## config.mk

```make
export PLATFORM = sky130hd
export DESIGN_NAME = tile_mem_ctrl
export DESIGN_NICKNAME = d
export VERILOG_FILES = /design/src/rtl/tile_mem_ctrl.sv
export SDC_FILE = /design/constraint.sdc
export NUM_CORES = 1
export LEC_CHECK = 0
export CAP_MARGIN = 20
export CORE_AREA = 10 10 134 136
export CTS_BUF_LIST = sky130_fd_sc_hd__clkbuf_8
export CTS_CLUSTER_SIZE = 16
export DETAILED_ROUTE_END_ITERATION = 7
export DIE_AREA = 0 0 144 146
export GPL_TIMING_DRIVEN = 0
export PLACE_DENSITY = 0.85
export SLEW_MARGIN = 30
export SYNTH_ARGS = -nofsm -noshare
export SYNTH_HDL_FRONTEND = slang
export SYNTH_SLANG_ARGS = --single-unit
```

## constraint.sdc

```tcl
create_clock -name clk -period 4.2 [get_ports clk]
set_input_delay 0.84 -clock clk [delete_from_list [all_inputs] [get_ports clk]]
set_output_delay 0.84 -clock clk [all_outputs]
set_load 0.01 [all_outputs]
```

## src/rtl/tile_mem_ctrl.sv

```systemverilog
// Board tile memory sequencer: bulk-loads a shuffled board image, then shares the
// memory's combinational read port between game-logic lookups and a display scanner.
module tile_mem_ctrl #(
  parameter int N_EDGE   = 24,
  parameter int N_CENTER = 12,
  parameter int AW       = 6,
  parameter int DW       = 4
) (
  input  logic                     clk,
  input  logic                     rst_n,
  input  logic                     start,
  input  logic [N_EDGE*DW-1:0]     edge_word_in,
  input  logic [N_CENTER*DW-1:0]   center_word_in,
  output logic                     WR,
  output logic [N_EDGE*DW-1:0]     EDGE_DATA_OUT,
  output logic [N_CENTER*DW-1:0]   CENTER_DATA_OUT,
  output logic [AW-1:0]            ADDR,
  input  logic [DW-1:0]            DATA_IN,
  input  logic                     lk_req,
  input  logic [AW-1:0]            lk_addr,
  output logic                     lk_ack,
  output logic [DW-1:0]            lk_data,
  output logic                     lk_err,
  input  logic                     scan_en,
  output logic                     scan_valid,
  output logic [AW-1:0]            scan_addr,
  output logic [DW-1:0]            scan_data,
  output logic                     ready,
  output logic                     busy
);

  localparam int N_TILES = N_EDGE + N_CENTER;

  typedef enum logic [1:0] {IDLE, LOAD, SERVE, DRAIN} state_t;

  state_t          state, state_nxt;
  logic            lk_pending, rr;
  logic [AW-1:0]   scan_ptr;
  logic            vld_p0, is_lk_p0, err_p0;
  logic [AW-1:0]   saddr_p0;
  logic            lk_elig, sc_elig, grant_lk, grant_sc;

  function automatic logic in_range(input logic [AW-1:0] a);
    return a < AW'(N_TILES);
  endfunction

  function automatic logic [AW-1:0] next_ptr(input logic [AW-1:0] p);
    return (p == AW'(N_TILES - 1)) ? '0 : p + 1'b1;
  endfunction

  assign lk_elig = lk_req && !lk_pending;
  assign sc_elig = scan_en;
  assign WR      = (state == LOAD);
  assign ready   = (state == SERVE);
  assign busy    = (state == LOAD) || (state == DRAIN);

  // rr=0 favours the lookup side; it flips only when both sides compete.
  always_comb begin
    state_nxt = state;
    grant_lk  = 1'b0;
    grant_sc  = 1'b0;
    case (state)
      IDLE:  if (start) state_nxt = LOAD;
      LOAD:  state_nxt = SERVE;
      SERVE: begin
        if (start) begin
          state_nxt = DRAIN;
        end else if (lk_elig && sc_elig) begin
          grant_sc = rr;
          grant_lk = !rr;
        end else begin
          grant_lk = lk_elig;
          grant_sc = sc_elig;
        end
      end
      DRAIN: if (!vld_p0) state_nxt = LOAD;
      default: state_nxt = IDLE;
    endcase
  end

  always_ff @(posedge clk) begin
    if (!rst_n) begin
      state           <= IDLE;
      EDGE_DATA_OUT   <= '0;
      CENTER_DATA_OUT <= '0;
      ADDR            <= '0;
      lk_pending      <= 1'b0;
      rr              <= 1'b0;
      scan_ptr        <= '0;
      vld_p0          <= 1'b0;
      is_lk_p0        <= 1'b0;
      err_p0          <= 1'b0;
      saddr_p0        <= '0;
      lk_ack          <= 1'b0;
      lk_data         <= '0;
      lk_err          <= 1'b0;
      scan_valid      <= 1'b0;
      scan_addr       <= '0;
      scan_data       <= '0;
    end else begin
      state <= state_nxt;
      if (start && (state == IDLE || state == SERVE)) begin
        EDGE_DATA_OUT   <= edge_word_in;
        CENTER_DATA_OUT <= center_word_in;
      end

      // Stage p0: grant registered, ADDR drives the memory
      vld_p0 <= grant_lk || grant_sc;
      if (grant_lk || grant_sc) begin
        is_lk_p0 <= grant_lk;
        err_p0   <= grant_lk && !in_range(lk_addr);
        saddr_p0 <= scan_ptr;
      end
      if (grant_sc) begin
        ADDR     <= scan_ptr;
        scan_ptr <= next_ptr(scan_ptr);
      end else if (grant_lk && in_range(lk_addr)) begin
        ADDR <= lk_addr;
      end
      if (lk_elig && sc_elig && (grant_lk || grant_sc)) rr <= !rr;
      // Pending stays set through the ack cycle so a still-held request is not regranted.
      if (grant_lk)    lk_pending <= 1'b1;
      else if (lk_ack) lk_pending <= 1'b0;

      // Stage p1: DATA_IN captured, result pulses out
      lk_ack     <= vld_p0 && is_lk_p0;
      scan_valid <= vld_p0 && !is_lk_p0;
      if (vld_p0 && is_lk_p0) begin
        lk_data <= err_p0 ? '0 : DATA_IN;
        lk_err  <= err_p0;
      end
      if (vld_p0 && !is_lk_p0) begin
        scan_addr <= saddr_p0;
        scan_data <= DATA_IN;
      end
    end
  end

endmodule

```

==> flow_summary.yaml <==
worst_setup_path:
  crit_path_end_kind: "output pin"
  critPathKind: "flop to output pin"
  cpPeakStageDelay_ns: 0.50
  cp_delay_by_family_top: "buffers and inverters"
  crit_path_top_delay_cell: "clkdlybuf4s50_1"
  worstPathRequired_ns: 3.36
  start_kind: "flop"
  crit_chain: "inv_1 > ha_1 > or2_2 > clkdlybuf4s50_1"
  critPathBufInv: 2
  worst-endpoint-arrival_ns: 1.92
  critPathMaxFanout: 4
timing:
  timing_hold_violations_final: 0
  finClkSkew_ns: 0.00958
  final-setup-viol-count: 0
  fin_setup_tns_ns: 0
  relSlewSlack_pct: 53.3
  final_min_period_over_clock_period_pct: 65.8
  actual_transition_at_the_worst_max_transition_pin_ns: 0.700
  fmax_mhz: 362
  maxSlewViolCount: 0
  rsz_0062_raised_after_global_routing: "no"
  period_needed_ns: 2.76
  fin_worst_hold_slack_ns: 0.456
global_routing:
  grt_pass1_wl_mm: 36.9
  grt.met3_usage_pct: 9.60
  grt_most_used_layer: "met2"
  grt_start_max_net_pins: 17
  first_global_vias: 6642
  antenna_found_initial: 1
  globalRouteMet2Util_pct: 38.8
  use_met1_pct: 23.8
  grt_use_total_pct: 22.4
  global_route.overflow_total: 0
clock_tree:
  tritoncts_clock_tree: "built"
  cts_made_buffers: 17
  cts.sinks: 186
  postCtsSetupRepairBufs: 0
  htree_levels: 4
  ctsHoldBuffers: 0
  worst_skew_pair.late_latency_ns: 0.47
  path_clk_slew_ns: 0.09
  count_of_cells_resized_by_post_cts_repair: 0
  clk_root_buffer_cell: "clkbuf_8"
  clock_path_buffers: 2
logic_synthesis:
  synth.top_cell.area_share_pct: 55.6
  gate_count_after_technology_mapping: 818
  syn_area_per_cell_um2: 8.19
  number_of_warning_messages_in_the_yosys_log: 0
  post_synth_instance_area_um2: 6700
  post_synth_num_cell_types: 39
  synth_top_cells_by_area: "dfxtp_1 (56%), nand2_1 (18%), a21oi_1 (12%)"
  synth_largest_area_cell: "dfxtp_1"
  postSynthNetCount: 983
  synth_seq_area_share_pct: 55.6
  ys_seq_elements: 186
  most_frequent_cell_after_synthesis: "nand2_1"
  async_flop_share_pct: 0
  ys_dominant_reg_cell: "dfxtp_1"
  synth_enable_flop_cells: 0
  ys_top_cells_by_count: "nand2_1 (318), dfxtp_1 (186), a21oi_1 (162), clkbuf_1 (31), nor2_1 (22)"
drt:
  ant_nets: 0
  drt-vias-per-instance: 4.96
  drt-pass1-iter-count: 4
  detail_route.iter0.violations: 257
  vias: 6793
  drt-total-wl_mm: 24.5
  drcViolationCount: 0
  detail_route.wl_per_cell_um: 17.9
placement:
  placer_s_final_routability_congestion_estimate: 0.834
  number_of_buffers_added_on_ports: 327
  dp_hpwl_mm: 19.2
  placed_area_um2: 10200
final_layout:
  final_net_count: 1329
  postLayoutCellArea_um2: 10700
  multi_input_area_um2: 2730
  layout-area-overhead-vs-synth_pct: 59.0
  final-seq-area_um2: 3720
  fillers: 1224
  antennaDiodeCount: 0
  final_layout_size_suffix_gt1_share_pct: 5.69
die:
  die_height_um: 146
  num_rows: 46
  fp.dieW_um: 144
  floorplan.initialDensity_pct: 43.3
  die-area_um2: 21000
  num_io_pins: 329
  core_area_um2: 15500
pwr:
  leakage_nw: 3.91
  power.density_cell_area_nw_per_um2: 456
  maximum_vdd_drop_uv: 263
hold_path:
  hold_path_class: "flop to flop"
outcome:
  run_status: "completed"
job:
  max_cap_violations: 0
==> worst min-delay path, cell delays in order, from the launching register on <==
cell and delay [ns]:
dfxtp_1 0.32, nand2_1 0.05, a21oi_1 0.05
==> power by group <==
group / internal, mW / total (mW) / switching (mW) / leakage (nW)
logic: 0.689 / 1.44 / 0.750 / 2.18
registers: 1.97 / 2.09 / 0.114 / 1.52
clock network: 0.668 / 1.33 / 0.661 / 0.219
==> registers in the layout, indices dropped and copies added, names as in the netlist <==
signal           flops
lk_err               1
err_p0               1
saddr_p0             6
CENTER_DATA_OUT     48
scan_data            4
scan_valid           1
EDGE_DATA_OUT       96
scan_ptr             6
rr                   1
state                2
ADDR                 6
is_lk_p0             1
lk_pending           1
vld_p0               1
scan_addr            6
lk_ack               1
lk_data              4
==> kinds of logic (layout without fill, tap and decap cells) <==
kind of cell,after synthesis,in the layout,share of synthesized area [%]
xor+xnor,5,5,0.653
buf+inv,58,417,3.77
mux,13,13,1.94
flops,186,186,55.6
simple gates,366,366,22.0
fa+ha+maj,6,6,1.12
compound gates,184,184,15.0
==> area by class of cell <==
class / count / area share, %
Inverter: 4 / 0.141
Clock inverter: 14 / 1.82
Sequential cell: 186 / 34.9
Multi-Input combinational cell: 574 / 25.6
Tap cell: 192 / 2.25
Buffer: 54 / 2.23
Clock buffer: 18 / 2.32
Timing Repair Buffer: 327 / 30.7
==> cells in the final DEF (no fill, tap or decap), types with 4 or more instances in the layout <==
cell / n
o21ai_2: 8
o211ai_1: 7
nand3_1: 4
nand2_1: 318
buf_2: 17
inv_1: 4
nor2_1: 22
mux2i_1: 13
clkbuf_8: 19
dfxtp_1: 186
ha_1: 6
a21oi_1: 162
nor3b_1: 5
buf_1: 4
clkdlybuf4s50_1: 327
clkbuf_1: 31
bufinv_16: 4
==> routing by layer <==
metal,wire [um],vias up,part of all wire [%]
li1,-,3357,-
met1,9090,3132,37
met2,12100,255,49
met3,2670,47,11
met4,571,2,2.3
met5,13,-,0.053
==> worst paths after layout <==
kind                     startpoint                 to  slack [ns]  cells after the start
setup reg to reg           state[0]  EDGE_DATA_OUT[62]        1.98                      6
setup / recovery           state[1]               busy        1.44                      4
hold / removal    EDGE_DATA_OUT[14]  EDGE_DATA_OUT[14]        0.46                      2
hold reg to reg   EDGE_DATA_OUT[14]  EDGE_DATA_OUT[14]        0.46                      2
==> through the flow <==
step	power (mW)	utilization [%]	instances	setup WS (ns)
6_report	4.86	68.8	1369	1.44
3_3_place_gp	3.54	66.0	1337	1.41
2_1_floorplan	2.77	-	818	2.33
4_1_cts	4.89	68.8	1369	1.41
5_1_grt	5.10	68.8	1369	1.32
3_5_place_dp	3.58	66.0	1337	1.42
No activity file was read; power rests on OpenSTA's default activity.
